`src/rtl/pipeline_mem_stage_if.sv`:
```
// Data-memory request/ready bus between the memory stage and the data memory.
interface pipeline_mem_stage_if;
   logic        dmem_req;
   logic        dmem_we;
   logic [31:0] dmem_addr;
   logic [31:0] dmem_wdata;
   logic [3:0]  dmem_be;
   logic        dmem_ready;
   logic [31:0] dmem_rdata;

   modport master (
      output dmem_req, dmem_we, dmem_addr, dmem_wdata, dmem_be,
      input  dmem_ready, dmem_rdata
   );

   modport slave (
      input  dmem_req, dmem_we, dmem_addr, dmem_wdata, dmem_be,
      output dmem_ready, dmem_rdata
   );
endinterface

```
`src/rtl/pipeline_mem_stage.sv`:
```
// Memory-access stage and MEM/WB pipeline register.
// Issues loads/stores over a req/ready bus, stalls upstream while an access
// is outstanding, steers byte/halfword lanes and extends loaded data.
//
// state  | meaning
// -------+---------------------------------------------------------------
// IDLE   | accepting from EX/MEM; non-memory ops pass straight to MEM/WB
// ACCESS | memory request outstanding, upstream held until ready/timeout
module pipeline_mem_stage #(
   parameter int unsigned TIMEOUT_CYCLES = 16
) (
   input  logic        clk,
   input  logic        rst_n,
   input  logic        ex_valid,
   input  logic        flush,
   input  logic [4:0]  rd_write_address_in,
   input  logic        rd_write_enable_in,
   input  logic        rd_select_in,
   input  logic [31:0] alu_result_in,
   input  logic [31:0] store_data_in,
   input  logic        mem_read_in,
   input  logic        mem_write_in,
   input  logic [1:0]  mem_size_in,
   input  logic        mem_unsigned_in,
   pipeline_mem_stage_if.master dmem,
   output logic        stall_out,
   output logic        wb_valid,
   output logic [4:0]  rd_write_address_out,
   output logic        rd_write_enable_out,
   output logic        rd_select_out,
   output logic [31:0] alu_result_out,
   output logic [31:0] dmem_data_out,
   output logic        misalign_exc,
   output logic        bus_err
);

   typedef enum logic {IDLE, ACCESS} state_t;

   // Counter only has to reach TIMEOUT_CYCLES-1 before it is cleared.
   localparam int unsigned CNT_W = (TIMEOUT_CYCLES > 1) ? $clog2(TIMEOUT_CYCLES) : 1;
   localparam logic [CNT_W-1:0] CNT_TERM =
      CNT_W'((TIMEOUT_CYCLES > 0) ? TIMEOUT_CYCLES - 1 : 0);

   state_t           state_q, state_d;
   logic [CNT_W-1:0] cnt_q, cnt_d;

   // captured access
   logic [31:0] addr_q, addr_d;
   logic [1:0]  size_q, size_d;
   logic        uns_q, uns_d;
   logic        store_q, store_d;
   logic [31:0] sdata_q, sdata_d;
   logic [4:0]  cap_rd_addr_q, cap_rd_addr_d;
   logic        cap_rd_we_q, cap_rd_we_d;
   logic        cap_rd_sel_q, cap_rd_sel_d;

   // MEM/WB register
   logic        wb_valid_q, wb_valid_d;
   logic [4:0]  rd_addr_q, rd_addr_d;
   logic        rd_we_q, rd_we_d;
   logic        rd_sel_q, rd_sel_d;
   logic [31:0] alu_q, alu_d;
   logic [31:0] data_q, data_d;
   logic        misalign_q, misalign_d;
   logic        bus_err_q, bus_err_d;

   logic        take, is_mem, bad_align, timeout_hit, stall_c;
   logic [1:0]  off;
   logic [15:0] lane;
   logic [31:0] load_ext, wdata_c;
   logic [3:0]  be_c;

   // Decode of the instruction presented by EX/MEM.
   always_comb begin
      take   = ex_valid & ~flush;
      is_mem = mem_read_in | mem_write_in;
      case (mem_size_in)
         2'b00:   bad_align = 1'b0;
         2'b01:   bad_align = alu_result_in[0];
         2'b10:   bad_align = |alu_result_in[1:0];
         default: bad_align = 1'b1;
      endcase
   end

   // Store lane steering and load extraction, all from the captured access.
   always_comb begin
      off  = addr_q[1:0];
      lane = 16'(dmem.dmem_rdata >> {off, 3'b000});
      case (size_q)
         2'b00: begin
            be_c     = 4'b0001 << off;
            wdata_c  = {4{sdata_q[7:0]}};
            load_ext = uns_q ? {24'd0, lane[7:0]} : {{24{lane[7]}}, lane[7:0]};
         end
         2'b01: begin
            be_c     = 4'b0011 << off;
            wdata_c  = {2{sdata_q[15:0]}};
            load_ext = uns_q ? {16'd0, lane} : {{16{lane[15]}}, lane};
         end
         default: begin
            be_c     = 4'b1111;
            wdata_c  = sdata_q;
            load_ext = dmem.dmem_rdata;
         end
      endcase
      if (!store_q) be_c = 4'b1111;
   end

   // Next-state, capture and MEM/WB load decisions.
   always_comb begin
      state_d       = state_q;
      cnt_d         = cnt_q;
      addr_d        = addr_q;
      size_d        = size_q;
      uns_d         = uns_q;
      store_d       = store_q;
      sdata_d       = sdata_q;
      cap_rd_addr_d = cap_rd_addr_q;
      cap_rd_we_d   = cap_rd_we_q;
      cap_rd_sel_d  = cap_rd_sel_q;
      wb_valid_d    = 1'b0;
      rd_we_d       = 1'b0;
      misalign_d    = 1'b0;
      bus_err_d     = 1'b0;
      rd_addr_d     = rd_addr_q;
      rd_sel_d      = rd_sel_q;
      alu_d         = alu_q;
      data_d        = data_q;
      stall_c       = 1'b0;
      timeout_hit   = (TIMEOUT_CYCLES != 0) && (cnt_q == CNT_TERM);

      case (state_q)
         IDLE: begin
            if (take) begin
               if (!is_mem) begin
                  wb_valid_d = 1'b1;
                  rd_addr_d  = rd_write_address_in;
                  rd_we_d    = rd_write_enable_in;
                  rd_sel_d   = rd_select_in;
                  alu_d      = alu_result_in;
                  data_d     = 32'd0;
               end else if (bad_align) begin
                  wb_valid_d = 1'b1;
                  rd_addr_d  = rd_write_address_in;
                  rd_sel_d   = rd_select_in;
                  alu_d      = alu_result_in;
                  data_d     = 32'd0;
                  misalign_d = 1'b1;
               end else begin
                  stall_c       = 1'b1;
                  addr_d        = alu_result_in;
                  size_d        = mem_size_in;
                  uns_d         = mem_unsigned_in;
                  store_d       = mem_write_in;
                  sdata_d       = store_data_in;
                  cap_rd_addr_d = rd_write_address_in;
                  cap_rd_we_d   = rd_write_enable_in;
                  cap_rd_sel_d  = rd_select_in;
                  cnt_d         = '0;
                  state_d       = ACCESS;
               end
            end
         end
         ACCESS: begin
            // flush is deliberately ignored here: the bus access must finish
            stall_c = 1'b1;
            if (dmem.dmem_ready || timeout_hit) begin
               stall_c    = 1'b0;
               state_d    = IDLE;
               cnt_d      = '0;
               wb_valid_d = 1'b1;
               rd_addr_d  = cap_rd_addr_q;
               rd_sel_d   = cap_rd_sel_q;
               alu_d      = addr_q;
               if (dmem.dmem_ready) begin
                  rd_we_d = cap_rd_we_q;
                  data_d  = store_q ? 32'd0 : load_ext;
               end else begin
                  data_d    = 32'd0;
                  bus_err_d = 1'b1;
               end
            end else if (TIMEOUT_CYCLES != 0) begin
               cnt_d = cnt_q + 1'b1;
            end
         end
         default: state_d = IDLE;
      endcase
   end

   // State, captured access and MEM/WB registers.
   always_ff @(posedge clk or negedge rst_n) begin
      if (!rst_n) begin
         state_q       <= IDLE;
         cnt_q         <= '0;
         addr_q        <= '0;
         size_q        <= '0;
         uns_q         <= 1'b0;
         store_q       <= 1'b0;
         sdata_q       <= '0;
         cap_rd_addr_q <= '0;
         cap_rd_we_q   <= 1'b0;
         cap_rd_sel_q  <= 1'b0;
         wb_valid_q    <= 1'b0;
         rd_addr_q     <= '0;
         rd_we_q       <= 1'b0;
         rd_sel_q      <= 1'b0;
         alu_q         <= '0;
         data_q        <= '0;
         misalign_q    <= 1'b0;
         bus_err_q     <= 1'b0;
      end else begin
         state_q       <= state_d;
         cnt_q         <= cnt_d;
         addr_q        <= addr_d;
         size_q        <= size_d;
         uns_q         <= uns_d;
         store_q       <= store_d;
         sdata_q       <= sdata_d;
         cap_rd_addr_q <= cap_rd_addr_d;
         cap_rd_we_q   <= cap_rd_we_d;
         cap_rd_sel_q  <= cap_rd_sel_d;
         wb_valid_q    <= wb_valid_d;
         rd_addr_q     <= rd_addr_d;
         rd_we_q       <= rd_we_d;
         rd_sel_q      <= rd_sel_d;
         alu_q         <= alu_d;
         data_q        <= data_d;
         misalign_q    <= misalign_d;
         bus_err_q     <= bus_err_d;
      end
   end

   // Bus and WB outputs; stall is masked during reset since IDLE stall is
   // combinational from EX/MEM inputs.
   always_comb begin
      dmem.dmem_req        = (state_q == ACCESS);
      dmem.dmem_we         = (state_q == ACCESS) & store_q;
      dmem.dmem_addr       = {addr_q[31:2], 2'b00};
      dmem.dmem_wdata      = wdata_c;
      dmem.dmem_be         = be_c;
      stall_out            = stall_c & rst_n;
      wb_valid             = wb_valid_q;
      rd_write_address_out = rd_addr_q;
      rd_write_enable_out  = rd_we_q;
      rd_select_out        = rd_sel_q;
      alu_result_out       = alu_q;
      dmem_data_out        = data_q;
      misalign_exc         = misalign_q;
      bus_err              = bus_err_q;
   end

endmodule

```
`src/flat_wrapper.sv`:
```
// flat-port wrapper written by rule: the top's interface ports become plain ports
module pipeline_mem_stage_flat 
#(
   parameter int unsigned TIMEOUT_CYCLES = 16
)
  (clk, rst_n, ex_valid, flush, rd_write_address_in, rd_write_enable_in, rd_select_in, alu_result_in, store_data_in, mem_read_in, mem_write_in, mem_size_in, mem_unsigned_in, stall_out, wb_valid, rd_write_address_out, rd_write_enable_out, rd_select_out, alu_result_out, dmem_data_out, misalign_exc, bus_err, dmem_dmem_req, dmem_dmem_we, dmem_dmem_addr, dmem_dmem_wdata, dmem_dmem_be, dmem_dmem_ready, dmem_dmem_rdata);
  pipeline_mem_stage_if dmem_i ();
  input  logic clk;
  input  logic rst_n;
  input  logic ex_valid;
  input  logic flush;
  input  logic [4:0] rd_write_address_in;
  input  logic rd_write_enable_in;
  input  logic rd_select_in;
  input  logic [31:0] alu_result_in;
  input  logic [31:0] store_data_in;
  input  logic mem_read_in;
  input  logic mem_write_in;
  input  logic [1:0] mem_size_in;
  input  logic mem_unsigned_in;
  output logic stall_out;
  output logic wb_valid;
  output logic [4:0] rd_write_address_out;
  output logic rd_write_enable_out;
  output logic rd_select_out;
  output logic [31:0] alu_result_out;
  output logic [31:0] dmem_data_out;
  output logic misalign_exc;
  output logic bus_err;
  output wire logic [$bits(dmem_i.dmem_req)-1:0] dmem_dmem_req;
  output wire logic [$bits(dmem_i.dmem_we)-1:0] dmem_dmem_we;
  output wire logic [$bits(dmem_i.dmem_addr)-1:0] dmem_dmem_addr;
  output wire logic [$bits(dmem_i.dmem_wdata)-1:0] dmem_dmem_wdata;
  output wire logic [$bits(dmem_i.dmem_be)-1:0] dmem_dmem_be;
  input wire logic [$bits(dmem_i.dmem_ready)-1:0] dmem_dmem_ready;
  input wire logic [$bits(dmem_i.dmem_rdata)-1:0] dmem_dmem_rdata;
  assign dmem_dmem_req = dmem_i.dmem_req;
  assign dmem_dmem_we = dmem_i.dmem_we;
  assign dmem_dmem_addr = dmem_i.dmem_addr;
  assign dmem_dmem_wdata = dmem_i.dmem_wdata;
  assign dmem_dmem_be = dmem_i.dmem_be;
  assign dmem_i.dmem_ready = dmem_dmem_ready;
  assign dmem_i.dmem_rdata = dmem_dmem_rdata;
  pipeline_mem_stage #(.TIMEOUT_CYCLES(TIMEOUT_CYCLES)) u_core (.clk(clk), .rst_n(rst_n), .ex_valid(ex_valid), .flush(flush), .rd_write_address_in(rd_write_address_in), .rd_write_enable_in(rd_write_enable_in), .rd_select_in(rd_select_in), .alu_result_in(alu_result_in), .store_data_in(store_data_in), .mem_read_in(mem_read_in), .mem_write_in(mem_write_in), .mem_size_in(mem_size_in), .mem_unsigned_in(mem_unsigned_in), .dmem(dmem_i), .stall_out(stall_out), .wb_valid(wb_valid), .rd_write_address_out(rd_write_address_out), .rd_write_enable_out(rd_write_enable_out), .rd_select_out(rd_select_out), .alu_result_out(alu_result_out), .dmem_data_out(dmem_data_out), .misalign_exc(misalign_exc), .bus_err(bus_err));
endmodule
```
`config.mk`:
```
export PLATFORM = sky130hd
export DESIGN_NAME = pipeline_mem_stage_flat
export DESIGN_NICKNAME = d
export VERILOG_FILES = /design/src/rtl/pipeline_mem_stage_if.sv /design/src/rtl/pipeline_mem_stage.sv /design/src/flat_wrapper.sv
export SDC_FILE = /design/constraint.sdc
export NUM_CORES = 1
export LEC_CHECK = 0
export ABC_AREA = 1
export CAP_MARGIN = 40
export CORE_ASPECT_RATIO = 1.5
export CORE_UTILIZATION = 37
export DETAILED_ROUTE_END_ITERATION = 16
export GPL_TIMING_DRIVEN = 0
export HOLD_SLACK_MARGIN = 0.08
export PLACE_DENSITY_LB_ADDON = 0.15
export SETUP_SLACK_MARGIN = 0.15
export SYNTH_ARGS = -nofsm -noshare
export SYNTH_HDL_FRONTEND = slang
export SYNTH_SLANG_ARGS = --single-unit
```
`constraint.sdc`:
```
create_clock -name clk -period 2.1 [get_ports clk]
set_clock_uncertainty 0.15 [all_clocks]
set_input_delay 0.315 -clock clk [delete_from_list [all_inputs] [get_ports clk]]
set_output_delay 0.315 -clock clk [all_outputs]
set_load 0.05 [all_outputs]
```
==> results by group, run 1 <==
Status
  • Status: finished with violations
  • Violations in the final reports: negative hold slack, negative setup slack

Synthesis
  • Syn Std Cell Area: 7890 µm²
  • Post-Syn Instances: 1,025
  • Total of flip-flops plus latches after synthesis: 154
  • Number of flops mapped to enable cells by yosys: 0
  • Proportion of netlist area held by the largest area contributor: 48.9%
  • Main combinational cell family by area after synthesis: simple AND/OR/NAND/NOR gates
  • Synth top cells by count: 381 x sky130_fd_sc_hd__nand2_1, 154 x sky130_fd_sc_hd__dfrtp_1, 114 x sky130_fd_sc_hd__o21ai_0
  • Warnings from Yosys: 0
  • Post-synthesis share of cell area spent on xor and xnor gates: 0%
  • Part of the Yosys area used for sequential elements: 48.9%
  • Most repeated cell in the gate-level netlist after synthesis: sky130_fd_sc_hd__nand2_1
  • Synthesized area divided by synthesized cell count: 7.70 µm²
  • Share of async-settable or async-resettable flops after synthesis: 100%
  • Leading area contributor after synthesis: sky130_fd_sc_hd__dfrtp_1
  • Top FF cell, synth: sky130_fd_sc_hd__dfrtp_1
  • Compound-Gate Fraction of Synth Area: 10.4%
  • Leading post-synthesis cells by cell area: sky130_fd_sc_hd__dfrtp_1 49%, sky130_fd_sc_hd__nand2_1 18%, sky130_fd_sc_hd__o21ai_0 7.2%
  • Area share of and/or/nand/nor cells after synthesis: 27.6%
  • Distinct cell type count of the synthesized netlist: 32
  • Multiplexer area fraction after synthesis: 0%
  • Fraction of the mapped netlist area in adder cells: 0.159%

Setup path
  • Slowest cell delay on critical path: 0.48 ns
  • Ordered list of cells on the worst path: inv_4, nand2_4, inv_8, buf_8, buf_4, o21ai_4, buf_6
  • Kind of end point of the critical path: primary output
  • Arrival time at the worst endpoint: 1.71 ns
  • Crit path max fanout: 8
  • Kind of critical path: reg2out
  • Cell type of the slowest stage on the worst timing path: sky130_fd_sc_hd__dfrtp_2
  • Buffering stage count on the worst path with inverters included: 5
  • Startpoint Class: flip-flop
  • Required time at the worst-slack endpoint: 1.63 ns
  • Top cell family by delay on the critical path: buffers and inverters

Placed design
  • HPWL Detailed: 19,600 µm
  • Placer congestion estimate: 0.889
  • Port Buffers: 255
  • Placed cell count: 1,550

Layout
  • Final cell count without fillers: 1,642
  • Share of post-route cells with drive strength above 1: 22.1%
  • Layout overhead on the synthesized area: 56.1%
  • Final Net Count: 1,474
  • Final core occ: 58.7%

Route
  • Total vias in the final route: 8,023
  • Total wire length: 27,800 µm
  • TritonRoute pass-1 iters: 5
  • Antenna-violating nets left: 0
  • Post-route DRC: 0
  • Via density per instance: 4.89
  • Routed length per instance: 16.9 µm
  • Iter 0 DRT Violations: 443

Timing
  • Setup violations, final: 12
  • Worst hold margin: -0.365 ns
  • Transition time of the tightest slew-check pin: 0.562 ns
  • Upper clock frequency limit: 460 MHz
  • RSZ-0062 raised after global routing: true
  • Headroom to the max-slew limit: 62.7%
  • Crit share post-route: 103%
  • Worst-case setup margin in the final layout: -0.0730 ns
  • Endpoints failing hold: 60
  • Slew Viols, Final: 0
  • Final worst path period need: 2.17 ns
  • Final-layout setup total negative slack: -0.470 ns

Floorplan
  • Number of placement rows: 65
  • Die outline area: 21,900 µm²
  • Top-level port count: 258
  • Vertical extent of the die: 181 µm
  • Area of the placeable core: 21,000 µm²
  • Starting density of the core: 37.6%
  • Die W: 121 µm

Worst hold path
  • Class of the worst hold path: in2async

Clock network
  • Clock tree from TritonCTS: done
  • H-tree depth reported by CTS: 4
  • Total clock buffers created by CTS: 17
  • Maximum clock path buffer count: 2
  • Later-pin clock latency in the skew report: 0.43 ns
  • Clock-pin slew on the worst setup and hold paths: 0.07 ns
  • Root Buffer Master: sky130_fd_sc_hd__clkbuf_16
  • Sink Count: 154

GRT
  • Global-route wire length before repair: 43,100 µm
  • Total global routing overflow: 0
  • Largest net degree at the start of global routing: 63
  • Number of antenna violations at the first check in global routing: 2
  • Via count of the first global-routing pass: 7,983
  • Overall global routing resource usage: 26.1%

Run
  • Max capacitance violation total: 0

Pwr
  • VDD IR max: 0.567 mV
  • Pwr/cell area: 1090 nW/µm²
  • Reported leakage power: 6.54 nW
-- worst paths after layout --
path | startpoint | to | slack (ns) | cells past startpoint
setup / recovery | u_core.size_q[1] | dmem_dmem_wdata[11] | -0.07 | 7
hold / removal | rst_n | u_core.dmem_data_out[18] | -0.37 | 1
setup reg to reg | u_core.size_q[1] | u_core.dmem_data_out[25] | 0.23 | 11
hold reg to reg | u_core.alu_result_out[11] | u_core.alu_result_out[11] | 0.32 | 2
max in group asynchronous | rst_n | u_core.sdata_q[3] | 1.35 | 2
min in group clk | flush | u_core.misalign_exc | 0.21 | 4
-- placed cells by master (no fill, tap or decap), drive strengths merged, types with 2 or more instances in the layout --
cell type	count
nand2	388
buf	170
dfrtp	154
o21ai	124
clkdlybuf4s50	109
inv	96
dlygate4sd2	93
nand3	82
nor2	48
clkbuf	34
clkdlybuf4s15	21
o211ai	16
a21oi	13
clkinv	5
clkinvlp	4
nor3	3
diode	2
nand4	2
conb	2
bufinv	2
-- flip-flops by register name, summed over array words and instances (netlist names) --
| register | cells |
|---|---|
| u_core.dmem.dmem_req | 1 |
| u_core.dmem_data_out | 32 |
| u_core.rd_write_enable_out | 1 |
| u_core.cap_rd_we_q | 1 |
| u_core.sdata_q | 32 |
| u_core.rd_select_out | 1 |
| u_core.cap_rd_addr_q | 5 |
| u_core.addr_q | 32 |
| u_core.misalign_exc | 1 |
| u_core.rd_write_address_out | 5 |
| u_core.uns_q | 1 |
| u_core.bus_err | 1 |
| u_core.alu_result_out | 32 |
| u_core.store_q | 1 |
| u_core.cnt_q | 4 |
| u_core.wb_valid | 1 |
| u_core.cap_rd_sel_q | 1 |
| u_core.size_q | 2 |
-- routing by layer --
layer / global-route usage, % / up-vias / share of wire [%]
met4: 12.2 / 0 / 3.8
met2: 46.5 / 282 / 53
met5: 0 / - / 0
met1: 29.8 / 3827 / 38
met3: 4.48 / 56 / 5.6
li1: - / 3858 / -
-- layout make-up --
class                      instances  area, µm²
inverter                          93        377
clock inverter                    14        163
multi-input combinational        683       3280
timing repair buffer             315       3030
antenna                            2       5.00
buffer                            96        847
tap                              268        335
sequential                       154       3860
fill                            1995       8670
clock buffer                      17        425
-- power breakdown --
part	leakage [nW]	internal [mW]	switching, mW
registers	1.95	3.55	0.413
logic	4.30	2.24	4.08
clock network	0.281	1.77	1.37
total	6.54	7.57	5.87
-- per-stage QoR --
stage | area, µm² | power [mW] | worst slack (ns)
2_1_floorplan | 7910 | 7.72 | 0.0971
3_3_place_gp | 10800 | 9.74 | -6.77
3_5_place_dp | 10800 | 9.78 | -0.832
4_1_cts | 12100 | 13.3 | -0.0950
5_1_grt | 12300 | 14.0 | -0.122
6_report | 12300 | 13.4 | -0.0730
-- timing repair --
item	4_1_cts	5_1_grt
endpoints found under the hold margin	60	60
setup buffers	42	13
pin swaps	23	11
resized for setup	452	61
cloned	4	0
endpoints found under the setup margin	213	101
-- logic make-up after synthesis --
| group | after synthesis |
|---|---|
| buffers and inverters | 189 |
| adders and majority gates | 1 |
| DFF | 154 |
| other | 1 |
| AOI/OAI and AO/OA | 155 |
| and+or+nand+nor | 525 |
Power figures use the tool's default switching activity.
==> inputs of run 2 (changes only) <==
--- a/config.mk
+++ b/config.mk
@@ -12,6 +12,7 @@
 export DETAILED_ROUTE_END_ITERATION = 16
 export GPL_TIMING_DRIVEN = 0
 export HOLD_SLACK_MARGIN = 0.08
+export MAX_ROUTING_LAYER = met4
 export PLACE_DENSITY_LB_ADDON = 0.15
 export SETUP_SLACK_MARGIN = 0.15
 export SYNTH_ARGS = -nofsm -noshare
==> results by group, run 2 (synthesized netlist as in run 1, its figures left out) <==
Placed design
  • HPWL Detailed: 19,900 µm (+1.5%)
  • Placed standard-cell area: 10,800 µm² (unchanged)
  • Placer congestion estimate: 0.901 (+1.3%)
  • Port Buffers: 255 (unchanged)
  • Worst setup slack before clock tree synthesis: -0.855 ns (-0.0235 ns)

Clock network
  • Root Buffer Master: sky130_fd_sc_hd__clkbuf_16
  • Total clock buffers created by CTS: 17 (unchanged)
  • Later-pin clock latency in the skew report: 0.44 ns (about the same)
  • Sink Count: 154 (unchanged)
  • Clock-pin slew on the worst setup and hold paths: 0.07 ns (about the same)
  • Hold buffers post-CTS: 3
  • Clock tree from TritonCTS: done
  • H-tree depth reported by CTS: 4 (unchanged)
  • Maximum clock path buffer count: 2 (unchanged)

GRT
  • Global-route wire length before repair: 42,400 µm (-1.5%)
  • Largest net degree at the start of global routing: 110 (+75%)
  • Overall global routing resource usage: 26.6% (+0.50 points)
  • Total global routing overflow: 0 (unchanged)
  • Number of antenna violations at the first check in global routing: 1 (-1)
  • Via count of the first global-routing pass: 7,763 (-2.8%)

Layout
  • Post-route design area: 12,000 µm² (-2.7%)
  • Share of post-route cells with drive strength above 1: 19.5% (-2.6 points)
  • Layout overhead on the synthesized area: 51.9%
  • Final Net Count: 1,455 (-1.3%)
  • Most common cell after layout, fill and taps aside: sky130_fd_sc_hd__nand2_1
  • Commonest cells after routing, fill and taps aside: 370 x sky130_fd_sc_hd__nand2_1, 151 x sky130_fd_sc_hd__dfrtp_1, 111 x sky130_fd_sc_hd__clkdlybuf4s50_1

Timing
  • Headroom to the max-slew limit: 61.0% (-1.7 points)
  • Slew Viols, Final: 0 (unchanged)
  • Worst-case setup margin in the final layout: -0.0552 ns (+0.0178 ns)
  • Transition time of the tightest slew-check pin: 0.585 ns (+0.0235 ns)
  • Crit share post-route: 103% (-0.85 points)
  • Setup violations, final: 9 (-3)
  • Endpoints failing hold: 108 (+80%)
  • Final-layout setup total negative slack: -0.240 ns (+0.230 ns)
  • Final worst path period need: 2.16 ns (-0.0178 ns)
  • Worst hold margin: -0.230 ns (+0.135 ns)
  • Upper clock frequency limit: 464 MHz (+0.82%)
  • RSZ-0062 raised after global routing: true

Route
  • Post-route DRC: 0 (unchanged)
  • TritonRoute pass-1 iters: 5 (unchanged)
  • Total vias in the final route: 7,836 (-2.3%)
  • Total wire length: 27,300 µm (-1.7%)
  • Antenna-violating nets left: 0 (unchanged)
  • Via density per instance: 4.83 (-1.2%)
  • Iter 0 DRT Violations: 476 (+7.4%)
  • Routed length per instance: 16.8 µm (-0.59%)

Pwr
  • Pwr/cell area: 1110 nW/µm² (+1.5%)
  • Reported leakage power: 6.41 nW (-2.0%)
  • Total internal power: 7.56 mW (-0.12%)
  • VDD IR max: 0.600 mV (+5.9%)
  • Share of power burned in the clock network: 24.6% (+1.2 points)
  • Share of total power in sequential cells: 29.8% (+0.3 points)
  • Net Sw Power: 5.71 mW (-2.6%)
  • Switching part of the total: 43.1% (-0.63 points)
  • Proportion of power drawn by combinational gates: 45.5% (-1.6 points)

Setup path
  • Launch instance of the worst register-to-register path: u_core.cnt_q[0]
  • Depth of the most critical reg-to-reg path: 11 (unchanged)
  • Kind of end point of the critical path: primary output
  • Kind of critical path: reg2out
  • Worst R2R Setup Slack: 0.30 ns (+0.07 ns)
  • Worst reg2reg path endpoint: u_core.alu_result_out[5]
  • Critical Path Start: u_core.size_q[1]
  • Required time at the worst-slack endpoint: 1.63 ns (about the same)
  • Startpoint Class: flip-flop
  • Arrival time at the worst endpoint: 1.69 ns (-0.02 ns)
  • Crit path max fanout: 6 (-2)

Floorplan
  • Die outline area: 21,900 µm² (unchanged)
  • Number of placement rows: 65 (unchanged)
  • Top-level port count: 258 (unchanged)
  • Die W: 121 µm (unchanged)
  • Area of the placeable core: 21,000 µm² (unchanged)
  • Vertical extent of the die: 181 µm (unchanged)
  • Starting density of the core: 37.6% (unchanged)

Worst hold path
  • Class of the worst hold path: in2async

Status
  • Violations in the final reports: negative hold slack, negative setup slack
  • Status: finished with violations

Run
  • Max capacitance violation total: 0 (unchanged)
run 2: changes by cell type in the layout (fill, tap and decap cells not counted), sizes merged, moves of 2 or more:
cell,delta
clkbuf,+17
clkinvlp,-3
buf,-21
clkdlybuf4s15,+3
dlygate4sd2,-16
clkdlybuf4s50,+2
run 2: metrics by stage:
step	instances	hold slack (ns)	utilization (%)	power (mW)
after floorplan	1026	-0.131	-	7.72
after global placement	1549	0.304	51.5	9.75
after detailed placement	1550	0.0811	51.6	9.79
after CTS	1602	-0.195	56.2	13.2
after global routing	1623	-0.169	57.1	13.9
final	1624	-0.230	57.1	13.3
run 2: worst max-delay path: stages, from the launching register on:
cell,delay [ns]
sky130_fd_sc_hd__dfrtp_2,0.47
sky130_fd_sc_hd__inv_4,0.09
sky130_fd_sc_hd__nand2_4,0.06
sky130_fd_sc_hd__inv_4,0.08
sky130_fd_sc_hd__buf_12,0.14
sky130_fd_sc_hd__nand2_4,0.05
sky130_fd_sc_hd__o211ai_1,0.11
sky130_fd_sc_hd__buf_4,0.24
run 2: worst max path at each step:
stage                                 endpoint  slack (ns)  depth (start not counted)
after CTS                  dmem_dmem_wdata[31]       -0.04                          7
after floorplan            dmem_dmem_wdata[10]         0.1                          5
final                      dmem_dmem_wdata[28]       -0.06                          7
after detailed placement             stall_out       -0.86                          7
after global routing       dmem_dmem_wdata[27]       -0.12                          7
after global placement    u_core.dmem.dmem_req       -6.80                          1
run 2: per-layer routing:
metal / GRT usage, % / up-vias / share of wire [%]
met1: 29.3 / 3680 / 38
li1: - / 3826 / -
met5: - / - / 0
met3: 5.21 / 51 / 5.5
met4: 10.4 / 0 / 3.3
met2: 46.4 / 279 / 53
run 2: power by group through the flow:
| stage | Clock (mW) | Combinational, mW | Sequential (mW) |
|---|---|---|---|
| after CTS | 3.33 | 5.90 | 3.95 |
| after global routing | 3.43 | 6.40 | 4.03 |
| after detailed placement | 0 | 5.79 | 4.00 |
| final | 3.27 | 6.04 | 3.96 |
| after global placement | 0 | 5.76 | 4.00 |
| after floorplan | 0 | 2.91 | 4.81 |
run 2: area by class of cell:
class / count / area (µm²)
repair buffers: 296 / 2810
fillers: 2083 / 9000
diodes: 2 / 5.00
flip-flops and latches: 154 / 3860
clock inverters: 11 / 158
clock buffers: 21 / 460
multi-input cells: 683 / 3190
well taps: 268 / 335
plain buffers: 96 / 798
inverters: 93 / 364
run 2: timing repair:
item,4_1_cts,5_1_grt
hold endpoints to repair,46,108
endpoints found under the setup margin,213,162
gates cloned,1,0
gates resized for setup,408,56
pin swaps,14,5
setup buffers,16,20
==> inputs of run 3 (changes only) <==
--- a/config.mk
+++ b/config.mk
@@ -15,6 +15,7 @@
 export MAX_ROUTING_LAYER = met4
 export PLACE_DENSITY_LB_ADDON = 0.15
 export SETUP_SLACK_MARGIN = 0.15
+export SKIP_CTS_REPAIR_TIMING = 1
 export SYNTH_ARGS = -nofsm -noshare
 export SYNTH_HDL_FRONTEND = slang
 export SYNTH_SLANG_ARGS = --single-unit
==> results by group, run 3 (synthesized netlist as in run 1, its figures left out) <==
Layout
  • Final core occ: 59.3% (+2.2 points)
  • Final Net Count: 1,455 (unchanged)
  • Share of post-route cells with drive strength above 1: 18.3% (-1.2 points)
  • Commonest cells after routing, fill and taps aside: 370 x sky130_fd_sc_hd__nand2_1, 150 x sky130_fd_sc_hd__dfrtp_1, 112 x sky130_fd_sc_hd__dlymetal6s2s_1
  • Layout overhead on the synthesized area: 57.8%
  • Post-route design area: 12,400 µm² (+3.9%)
  • Final cell count without fillers: 1,624 (unchanged)
  • Most common cell after layout, fill and taps aside: sky130_fd_sc_hd__nand2_1

Clock network
  • H-tree depth reported by CTS: 4 (unchanged)
  • Sink Count: 154 (unchanged)
  • Maximum clock path buffer count: 2 (unchanged)
  • Later-pin clock latency in the skew report: 0.45 ns (about the same)
  • Clock-pin slew on the worst setup and hold paths: 0.07 ns (about the same)
  • Total clock buffers created by CTS: 17 (unchanged)
  • Root Buffer Master: sky130_fd_sc_hd__clkbuf_16
  • Clock tree from TritonCTS: done

Timing
  • RSZ-0062 raised after global routing: true
  • Endpoints failing hold: 0 (-100%)
  • Setup violations, final: 19 (+10)
  • Crit share post-route: 104% (+1.8 points)
  • Final worst path period need: 2.19 ns (+0.0388 ns)
  • Transition time of the tightest slew-check pin: 0.589 ns (+0.00307 ns)
  • Headroom to the max-slew limit: 60.7% (-0.27 points)
  • Worst-case setup margin in the final layout: -0.0940 ns (-0.0388 ns)
  • Slew Viols, Final: 0 (unchanged)
  • Upper clock frequency limit: 456 MHz (-1.8%)

Setup path
  • Kind of critical path: reg2out
  • Kind of end point of the critical path: primary output
  • Startpoint Class: flip-flop
  • Arrival time at the worst endpoint: 1.73 ns (+0.04 ns)
  • Crit path max fanout: 7 (+1)
  • Required time at the worst-slack endpoint: 1.63 ns (about the same)

Floorplan
  • Number of placement rows: 65 (unchanged)
  • Die W: 121 µm (unchanged)
  • Starting density of the core: 37.6% (unchanged)
  • Top-level port count: 258 (unchanged)
  • Die outline area: 21,900 µm² (unchanged)
  • Vertical extent of the die: 181 µm (unchanged)
  • Area of the placeable core: 21,000 µm² (unchanged)

Placed design
  • Placed cell count: 1,550 (unchanged)
  • Port Buffers: 255 (unchanged)
  • Placed standard-cell area: 10,800 µm² (unchanged)
  • Placer congestion estimate: 0.901 (unchanged)
  • HPWL Detailed: 19,900 µm (unchanged)

Pwr
  • Reported leakage power: 7.67 nW (+20%)
  • VDD IR max: 0.614 mV (+2.2%)
  • Total power consumption of the routed design: 13.4 mW (+1.2%)
  • Pwr/cell area: 1080 nW/µm² (-2.6%)

Route
  • Antenna-violating nets left: 0 (unchanged)
  • Total vias in the final route: 7,935 (+1.3%)
  • Iter 0 DRT Violations: 504 (+5.9%)
  • Routed length per instance: 17.2 µm (+2.1%)
  • Via density per instance: 4.89 (+1.3%)
  • Total wire length: 27,900 µm (+2.1%)
  • Post-route DRC: 0 (unchanged)
  • TritonRoute pass-1 iters: 5 (unchanged)

GRT
  • Largest net degree at the start of global routing: 110 (unchanged)
  • Via count of the first global-routing pass: 7,605 (-2.0%)
  • Overall global routing resource usage: 25.9% (-0.67 points)
  • Total global routing overflow: 0 (unchanged)
  • Number of antenna violations at the first check in global routing: 1 (unchanged)
  • Global-route wire length before repair: 41,400 µm (-2.4%)

Status
  • Status: finished with violations
  • Violations in the final reports: negative setup slack

Run
  • Max capacitance violation total: 0 (unchanged)

Worst hold path
  • Class of the worst hold path: in2reg
==> run 3: layout make-up <==
type	instances	area (µm²)
Sequential cell	154	3860
Multi-Input combinational cell	683	3210
Tap cell	268	335
Buffer	96	786
Antenna cell	2	5.00
Inverter	93	375
Clock inverter	11	158
Timing Repair Buffer	296	3250
Fill cell	1987	8540
Clock buffer	21	460
==> run 3: per-stage QoR <==
step | hold slack (ns) | setup TNS [ns] | worst slack [ns]
final | 0.273 | -0.864 | -0.0940
after global routing | 0.286 | -2.22 | -0.163
after CTS | -0.394 | -33.27 | -1.12
after detailed placement | 0.0811 | -28.83 | -0.855
after global placement | 0.304 | -980.63 | -6.80
after floorplan | -0.131 | 0 | 0.0971
==> run 3: final timing paths <==
| check | from | to | slack [ns] | cells after the start |
|---|---|---|---|---|
| setup / recovery | u_core.size_q[1] | dmem_dmem_wdata[14] | -0.09 | 7 |
| hold / removal | store_data_in[18] | u_core.sdata_q[18] | 0.27 | 3 |
| setup reg to reg | u_core.dmem.dmem_req | u_core.dmem_data_out[7] | 0.22 | 10 |
| hold reg to reg | u_core.rd_write_address_out[3] | u_core.rd_write_address_out[3] | 0.31 | 2 |
| max in group asynchronous | rst_n | u_core.addr_q[1] | 0.42 | 4 |
| min in group asynchronous | rst_n | u_core.dmem_data_out[19] | 0.39 | 4 |
==> run 3: where the power goes <==
part	leakage, nW	internal, mW	switching, mW
registers	1.95	3.55	0.415
clock network	0.301	1.95	1.32
logic	5.42	2.22	3.96
total	7.67	7.72	5.70
==> run 3: routing by layer <==
metal	wire [µm]	vias up	GRT usage, %	part of all wire, %
li1	-	3836	-	-
met3	1610	59	5.30	5.8
met4	986	0	9.83	3.5
met2	14600	294	45.0	53
met1	10600	3746	28.8	38
met5	0	-	-	0
==> run 3: worst max-delay path: stages (launching register included) <==
cell	delay [ns]
sky130_fd_sc_hd__dfrtp_2	0.46
sky130_fd_sc_hd__inv_4	0.07
sky130_fd_sc_hd__nand2_4	0.10
sky130_fd_sc_hd__inv_8	0.05
sky130_fd_sc_hd__buf_4	0.13
sky130_fd_sc_hd__buf_6	0.12
sky130_fd_sc_hd__o21ai_1	0.16
sky130_fd_sc_hd__buf_6	0.18
